File: src/rtl/addsub_arbiter_pkg.sv
// ---------------------------------------------------------------------------
// addsub_arbiter_pkg
// Shared constants for the add/sub arbiter slice:
//   WIDTH        operand/result width of the shared datapath
//   FLAG_*       bit positions inside the {sign, ovfl, zero} flag triple
//   PORT_*       requester ids as carried on rsp_id
//   flag_t       3-bit flag triple type
// ---------------------------------------------------------------------------
package addsub_arbiter_pkg;

   localparam int WIDTH  = 16;

   localparam int FLAG_Z = 0;
   localparam int FLAG_V = 1;
   localparam int FLAG_N = 2;

   localparam logic PORT_ALU  = 1'b0;
   localparam logic PORT_ADDR = 1'b1;

   typedef logic [2:0] flag_t;

   // Assemble the flag triple so every producer uses the same bit order.
   function automatic flag_t pack_flags(input logic sign, input logic ovfl, input logic zero);
      flag_t f;
      f         = '0;
      f[FLAG_N] = sign;
      f[FLAG_V] = ovfl;
      f[FLAG_Z] = zero;
      return f;
   endfunction

endpackage

File: src/rtl/addsub_16bit.sv
// ---------------------------------------------------------------------------
// addsub_16bit
// Purely combinational saturating 16-bit add/subtract.
//   a, b   in   operands (two's complement)
//   sub    in   1 = a - b, 0 = a + b
//   sum    out  saturated result (0x7FFF / 0x8000 on signed overflow)
//   flag   out  {sign, ovfl, zero}; sign and zero describe the saturated sum
// Built from four 4-bit carry-lookahead nibbles with a rippled group carry.
// ---------------------------------------------------------------------------
module addsub_16bit
   import addsub_arbiter_pkg::*;
(
   input  logic [WIDTH-1:0] a,
   input  logic [WIDTH-1:0] b,
   input  logic             sub,
   output logic [WIDTH-1:0] sum,
   output logic [2:0]       flag
);

   localparam int NIBBLES = WIDTH / 4;

   logic [WIDTH-1:0]   b_eff;
   logic [WIDTH-1:0]   gen;
   logic [WIDTH-1:0]   prop;
   logic [WIDTH-1:0]   bit_c;      // carry into each bit
   logic [WIDTH-1:0]   raw_sum;
   logic [NIBBLES-1:0] grp_g;
   logic [NIBBLES-1:0] grp_p;
   logic [NIBBLES:0]   nib_c;      // carry into each nibble, [NIBBLES] = carry out
   logic               ovfl;

   // Subtraction is a + ~b + 1; the +1 enters as the initial carry.
   assign b_eff = b ^ {WIDTH{sub}};
   assign gen   = a & b_eff;
   assign prop  = a ^ b_eff;

   genvar gi;
   generate
      for (gi = 0; gi < NIBBLES; gi++) begin : g_nib
         localparam int L = 4 * gi;
         logic       cin;
         logic [3:0] cb;

         // Group generate/propagate do not depend on the incoming carry.
         assign grp_p[gi] = &prop[L +: 4];
         assign grp_g[gi] = gen[L+3]
                          | (prop[L+3] & gen[L+2])
                          | (prop[L+3] & prop[L+2] & gen[L+1])
                          | (prop[L+3] & prop[L+2] & prop[L+1] & gen[L]);

         // Flattened lookahead: every internal carry derives from cin only.
         assign cin   = nib_c[gi];
         assign cb[0] = cin;
         assign cb[1] = gen[L] | (prop[L] & cin);
         assign cb[2] = gen[L+1] | (prop[L+1] & gen[L])
                      | (prop[L+1] & prop[L] & cin);
         assign cb[3] = gen[L+2] | (prop[L+2] & gen[L+1])
                      | (prop[L+2] & prop[L+1] & gen[L])
                      | (prop[L+2] & prop[L+1] & prop[L] & cin);

         assign bit_c[L +: 4]   = cb;
         assign raw_sum[L +: 4] = prop[L +: 4] ^ cb;
      end
   endgenerate

   always_comb begin
      nib_c[0] = sub;
      for (int i = 0; i < NIBBLES; i++) begin
         nib_c[i+1] = grp_g[i] | (grp_p[i] & nib_c[i]);
      end
   end

   // Signed overflow: carry into the MSB differs from carry out of it.
   assign ovfl = nib_c[NIBBLES] ^ bit_c[WIDTH-1];

   // On overflow the true result has the sign of a (both effective operands agree).
   always_comb begin
      sum = raw_sum;
      if (ovfl) begin
         sum = a[WIDTH-1] ? {1'b1, {(WIDTH-1){1'b0}}} : {1'b0, {(WIDTH-1){1'b1}}};
      end
   end

   assign flag = pack_flags(sum[WIDTH-1], ovfl, (sum == '0));

endmodule

File: src/rtl/addsub_arbiter.sv
// ---------------------------------------------------------------------------
// addsub_arbiter
// Two requesters share one saturating add/sub datapath through a round-robin
// arbiter and a two-stage registered pipeline.
//   clk, rst_n            clock, asynchronous active-low reset
//   req_valid[1:0]        per-port request valid (bit 0 = ALU, bit 1 = ADDR)
//   req_ready[1:0]        combinational grant, at most one bit set
//   req_a0/b0/sub0        port-0 operands and op (sub: 1 = a-b)
//   req_a1/b1/sub1        port-1 operands and op
//   flush                 kills in-flight work, blocks accepts this cycle
//   rsp_valid             one-cycle pulse per completed request
//   rsp_id                owning port of the result
//   rsp_sum, rsp_flag     saturated result and {sign, ovfl, zero}
//   flag_q                architectural flags from the last port-0 result
// WIDTH is fixed at 16 by the shared datapath.
// ---------------------------------------------------------------------------
module addsub_arbiter #(
   parameter int WIDTH = 16
) (
   input  logic             clk,
   input  logic             rst_n,
   input  logic [1:0]       req_valid,
   output logic [1:0]       req_ready,
   input  logic [WIDTH-1:0] req_a0,
   input  logic [WIDTH-1:0] req_b0,
   input  logic             req_sub0,
   input  logic [WIDTH-1:0] req_a1,
   input  logic [WIDTH-1:0] req_b1,
   input  logic             req_sub1,
   input  logic             flush,
   output logic             rsp_valid,
   output logic             rsp_id,
   output logic [WIDTH-1:0] rsp_sum,
   output logic [2:0]       rsp_flag,
   output logic [2:0]       flag_q
);

   import addsub_arbiter_pkg::*;

   // Arbitration
   logic             last_grant_reg;
   logic             grant_id;
   logic             accept;

   // Stage 1
   logic             s1_valid_reg;
   logic [WIDTH-1:0] s1_a_reg;
   logic [WIDTH-1:0] s1_b_reg;
   logic             s1_sub_reg;
   logic             s1_id_reg;
   logic [WIDTH-1:0] s1_a_next;
   logic [WIDTH-1:0] s1_b_next;
   logic             s1_sub_next;

   // Datapath and stage 2
   logic [WIDTH-1:0] dp_sum;
   flag_t            dp_flag;
   logic             rsp_valid_reg;
   logic             rsp_id_reg;
   logic [WIDTH-1:0] rsp_sum_reg;
   flag_t            rsp_flag_reg;
   flag_t            flag_q_reg;

   // Round-robin grant: on contention the port that did not win last time
   // goes; last_grant resets to ADDR so ALU wins the first contest.
   always_comb begin
      grant_id = PORT_ALU;
      accept   = 1'b0;
      if (!flush) begin
         if (req_valid[0] && req_valid[1]) begin
            accept   = 1'b1;
            grant_id = ~last_grant_reg;
         end else if (req_valid[0]) begin
            accept   = 1'b1;
            grant_id = PORT_ALU;
         end else if (req_valid[1]) begin
            accept   = 1'b1;
            grant_id = PORT_ADDR;
         end
      end
   end

   always_comb begin
      req_ready = 2'b00;
      if (accept) begin
         req_ready[grant_id] = 1'b1;
      end
   end

   always_comb begin
      s1_a_next   = req_a0;
      s1_b_next   = req_b0;
      s1_sub_next = req_sub0;
      if (grant_id == PORT_ADDR) begin
         s1_a_next   = req_a1;
         s1_b_next   = req_b1;
         s1_sub_next = req_sub1;
      end
   end

   addsub_16bit u_addsub (
      .a    (s1_a_reg),
      .b    (s1_b_reg),
      .sub  (s1_sub_reg),
      .sum  (dp_sum),
      .flag (dp_flag)
   );

   always_ff @(posedge clk or negedge rst_n) begin
      if (!rst_n) begin
         last_grant_reg <= PORT_ADDR;
         s1_valid_reg   <= 1'b0;
         s1_a_reg       <= '0;
         s1_b_reg       <= '0;
         s1_sub_reg     <= 1'b0;
         s1_id_reg      <= PORT_ALU;
         rsp_valid_reg  <= 1'b0;
         rsp_id_reg     <= PORT_ALU;
         rsp_sum_reg    <= '0;
         rsp_flag_reg   <= '0;
         flag_q_reg     <= '0;
      end else begin
         // accept is already low during flush, so this also clears S1 on flush.
         s1_valid_reg <= accept;
         if (accept) begin
            last_grant_reg <= grant_id;
            s1_a_reg       <= s1_a_next;
            s1_b_reg       <= s1_b_next;
            s1_sub_reg     <= s1_sub_next;
            s1_id_reg      <= grant_id;
         end

         rsp_valid_reg <= s1_valid_reg & ~flush;
         if (s1_valid_reg) begin
            rsp_id_reg   <= s1_id_reg;
            rsp_sum_reg  <= dp_sum;
            rsp_flag_reg <= dp_flag;
         end

         // A flush in the same cycle still shows the S2 response but must
         // not commit it to the architectural flags.
         if (rsp_valid_reg && (rsp_id_reg == PORT_ALU) && !flush) begin
            flag_q_reg <= rsp_flag_reg;
         end
      end
   end

   assign rsp_valid = rsp_valid_reg;
   assign rsp_id    = rsp_id_reg;
   assign rsp_sum   = rsp_sum_reg;
   assign rsp_flag  = rsp_flag_reg;
   assign flag_q    = flag_q_reg;

endmodule

File: config.mk
export PLATFORM = sky130hd
export DESIGN_NAME = addsub_arbiter
export DESIGN_NICKNAME = d
export VERILOG_FILES = /design/src/rtl/addsub_arbiter_pkg.sv /design/src/rtl/addsub_16bit.sv /design/src/rtl/addsub_arbiter.sv
export SDC_FILE = /design/constraint.sdc
export NUM_CORES = 1
export LEC_CHECK = 0
export CORE_MARGIN = 1
export CORE_UTILIZATION = 35
export CTS_BUF_LIST = sky130_fd_sc_hd__clkbuf_16
export DETAILED_ROUTE_END_ITERATION = 8
export DONT_BUFFER_PORTS = 1
export SETUP_SLACK_MARGIN = 0.05
export SLEW_MARGIN = 20
export SYNTH_ARGS = -nofsm -noshare
export SYNTH_HDL_FRONTEND = slang
export SYNTH_SLANG_ARGS = --single-unit
File: constraint.sdc
create_clock -name clk -period 5.25 [get_ports clk]
set_input_delay 0.7875 -clock clk [delete_from_list [all_inputs] [get_ports clk]]
set_output_delay 0.7875 -clock clk [all_outputs]
set_load 0.03 [all_outputs]
==> flow_metrics.py <==
metrics = {
    "outcome": {
        "outcome": "completed",
    },
    "die": {
        "die_h_um": 102,
        "design.die.area_sq_um": 10400,
        "top_level_ports": 97,
        "core_area_sq_um": 9730,
        "row_count": 36,
        "die_x_um": 102,
        "initial_core_util_pct": 36.0,
    },
    "timing": {
        "fmax_mhz": 262,
        "hold_viol": 0,
        "setup_tns_ps": 0,
        "grt_setup_unrepaired": "false",
        "final.setup_skew_ps": 9.47,
        "worstMarginPinSlew_ps": 964,
        "fin_crit_ps": 3820,
        "setup_viol": 0,
        "period_share_pct": 72.8,
        "slew_headroom_pct": 35.7,
        "slew_viol_final": 0,
    },
    "synth": {
        "ys_ff_latch": 59,
        "ys_warn_count": 0,
        "synth_edf_count": 0,
        "syn_area_sq_um": 3510,
        "synth.top_cell.area_share_pct": 41.4,
        "seq_area_frac_synth_pct": 42.1,
        "synth_area_leaders": "dfrtp_1 41%, nor2_1 6.4%, a21oi_1 5.7%, ha_1 5.7%, xor2_1 5.0%",
        "syn_avg_cell_area_sq_um": 8.97,
        "syn_nets": 481,
        "async_reset_ff_share_pct": 100,
        "synth_top_cell_by_area": "dfrtp_1",
        "ys_types": 49,
        "synth_cells": 391,
        "synth_flop_cell": "dfrtp_1",
    },
    "placed_design": {
        "place_area_sq_um": 3620,
        "gp_congestion": 0.845,
        "dp_hpwl_um": 6300,
        "io_buffers": 0,
    },
    "clocking": {
        "clk-insertion-delay-late_ps": 330,
        "hold_buffers": 0,
        "root_buffer": "clkbuf_16",
        "post_cts_buffers": 0,
        "cts_tree": "done",
        "path_clk_slew_ps": 50,
        "h-tree-depth": 3,
        "cts.repair.resized": 0,
        "cts.sinks": 59,
        "cts.path.max_buffers": 2,
        "cts_buffers": 9,
    },
    "run": {
        "max-cap-violations": 0,
    },
    "critical_path": {
        "crit_family": "compound AO/OA/AOI/OAI gates",
        "rr_worst_depth": 13,
        "cp.arrival_ps": 4050,
        "cp_max_fo": 21,
        "reg2reg_from": "s1_sub_reg",
        "rrSetupSlack_ps": 1430,
        "cp_common_cell": "nand4_1",
        "start_kind": "flip-flop",
        "r2r-end": "rsp_flag[0]",
        "end_kind": "flip-flop",
        "worstPathCellList": "xor2_1, ha_1, a211oi_2, o21a_2, o32ai_4, a311oi_1, fa_1, nand4_1, nor2_1, nand4_1, nor3_1, nand3b_1, o31ai_1",
        "critPathKind": "reg2reg",
        "cp_num_buf_inv": 0,
        "slowest_delay_ps": 940,
        "crit_slowest_cell": "dfrtp_1",
        "required_ps": 5480,
    },
    "global_routing": {
        "grt_pass1_vias": 2652,
        "antenna_found_initial": 0,
        "grt_max_degree": 60,
        "gr-total-overflow": 0,
        "grt_pass1_wl_um": 13200,
        "grt_use_total_pct": 16.8,
    },
    "final_layout": {
        "fin_nets": 471,
        "final_common_cell": "nor2_1",
        "n_fill_cell": 1015,
        "diodes": 0,
        "design_area_sq_um": 3890,
        "mostFrequentLayoutCells": "60 x nor2_1, 58 x dfrtp_1, 43 x nand2_1, 40 x a21oi_1, 33 x o21ai_0",
        "syn_to_final_growth_pct": 11.0,
        "drive_gt1_share_pct": 8.57,
    },
    "drt": {
        "dr.pass1.iters": 4,
        "routed_wl_um": 8280,
        "drc": 0,
        "via_per_inst": 5.24,
        "ant_nets": 0,
        "avgRoutedWirePerCell_um": 16.0,
        "drt_iter0_markers": 93,
        "via_count": 2712,
    },
    "min_path": {
        "hold_class": "in2async",
    },
    "power_and_ir_drop": {
        "power_mw": 2.21,
        "powerDensity_nw_per_um2": 567,
        "ir_drop_v": 0.000198,
        "leakage_nw": 1.73,
    },
}
==> cells in the mapped netlist, drive strengths merged, types with 4 or more instances <==
cell / n
a211oi: 5
mux2i: 7
clkbuf: 18
nand2: 43
mux2: 10
o22ai: 4
xor2: 20
a31oi: 11
xnor2: 7
a21oi: 40
dfrtp: 58
o21ai: 34
nor2: 60
buf: 5
inv: 11
ha: 16
==> worst max-delay path by stage <==
stage          startpoint          end  slack [ps]  cells after the start
3_5_place_dp   s1_sub_reg  rsp_flag[0]        1430                     13
3_3_place_gp   s1_sub_reg  rsp_flag[0]        1550                     13
6_report       s1_sub_reg  rsp_flag[0]        1430                     13
4_1_cts        s1_sub_reg  rsp_flag[0]        1410                     13
5_1_grt        s1_sub_reg  rsp_flag[0]        1100                     13
2_1_floorplan  s1_sub_reg  rsp_flag[0]        1510                     15
==> metal layers <==
layer	up-vias	GRT usage, %	part of all wire, %
met4	0	5.93	1.4
met5	-	0	0
met2	89	25.2	43
li1	1343	-	-
met1	1270	23.1	48
met3	10	5.06	7.3
==> cell families (layout without fill, tap and decap cells) <==
family	after synthesis	in the layout	share of synthesized area, %
AOI/OAI and AO/OA	112	112	19.7
xor gates and xnor gates	27	27	6.74
adders and majority gates	19	19	7.42
buffers and inverters	34	28	3.89
DFF	59	59	42.1
muxes	17	17	5.57
and+or+nand+nor	123	123	14.6
==> power by group <==
group	internal, mW	switching, mW	total, mW
clock	0.356	0.190	0.546
sequential	0.575	0.273	0.848
combinational	0.356	0.455	0.811
total	1.29	0.918	2.21
==> area by class of cell <==
class                      instances  area, sq um  share of cell area, %
clock buffer                       9          225                   5.79
clock inverter                     6         50.0                   1.29
inverter                          11         41.3                   1.06
multi-input combinational        298         1920                   49.2
sequential                        59         1480                   38.0
tap                              133          166                   4.28
timing repair buffer               2         15.0                  0.386
==> per-stage QoR <==
step	setup slack, ps	util (%)	hold slack, ps	std cells
final	1430	40.0	159	518
after global routing	1100	40.0	142	518
after CTS	1410	40.0	147	518
after detailed placement	1430	37.2	494	503
after global placement	1550	37.1	488	503
after floorplan	1510	-	456	391
(Power assumes the default switching activity.)
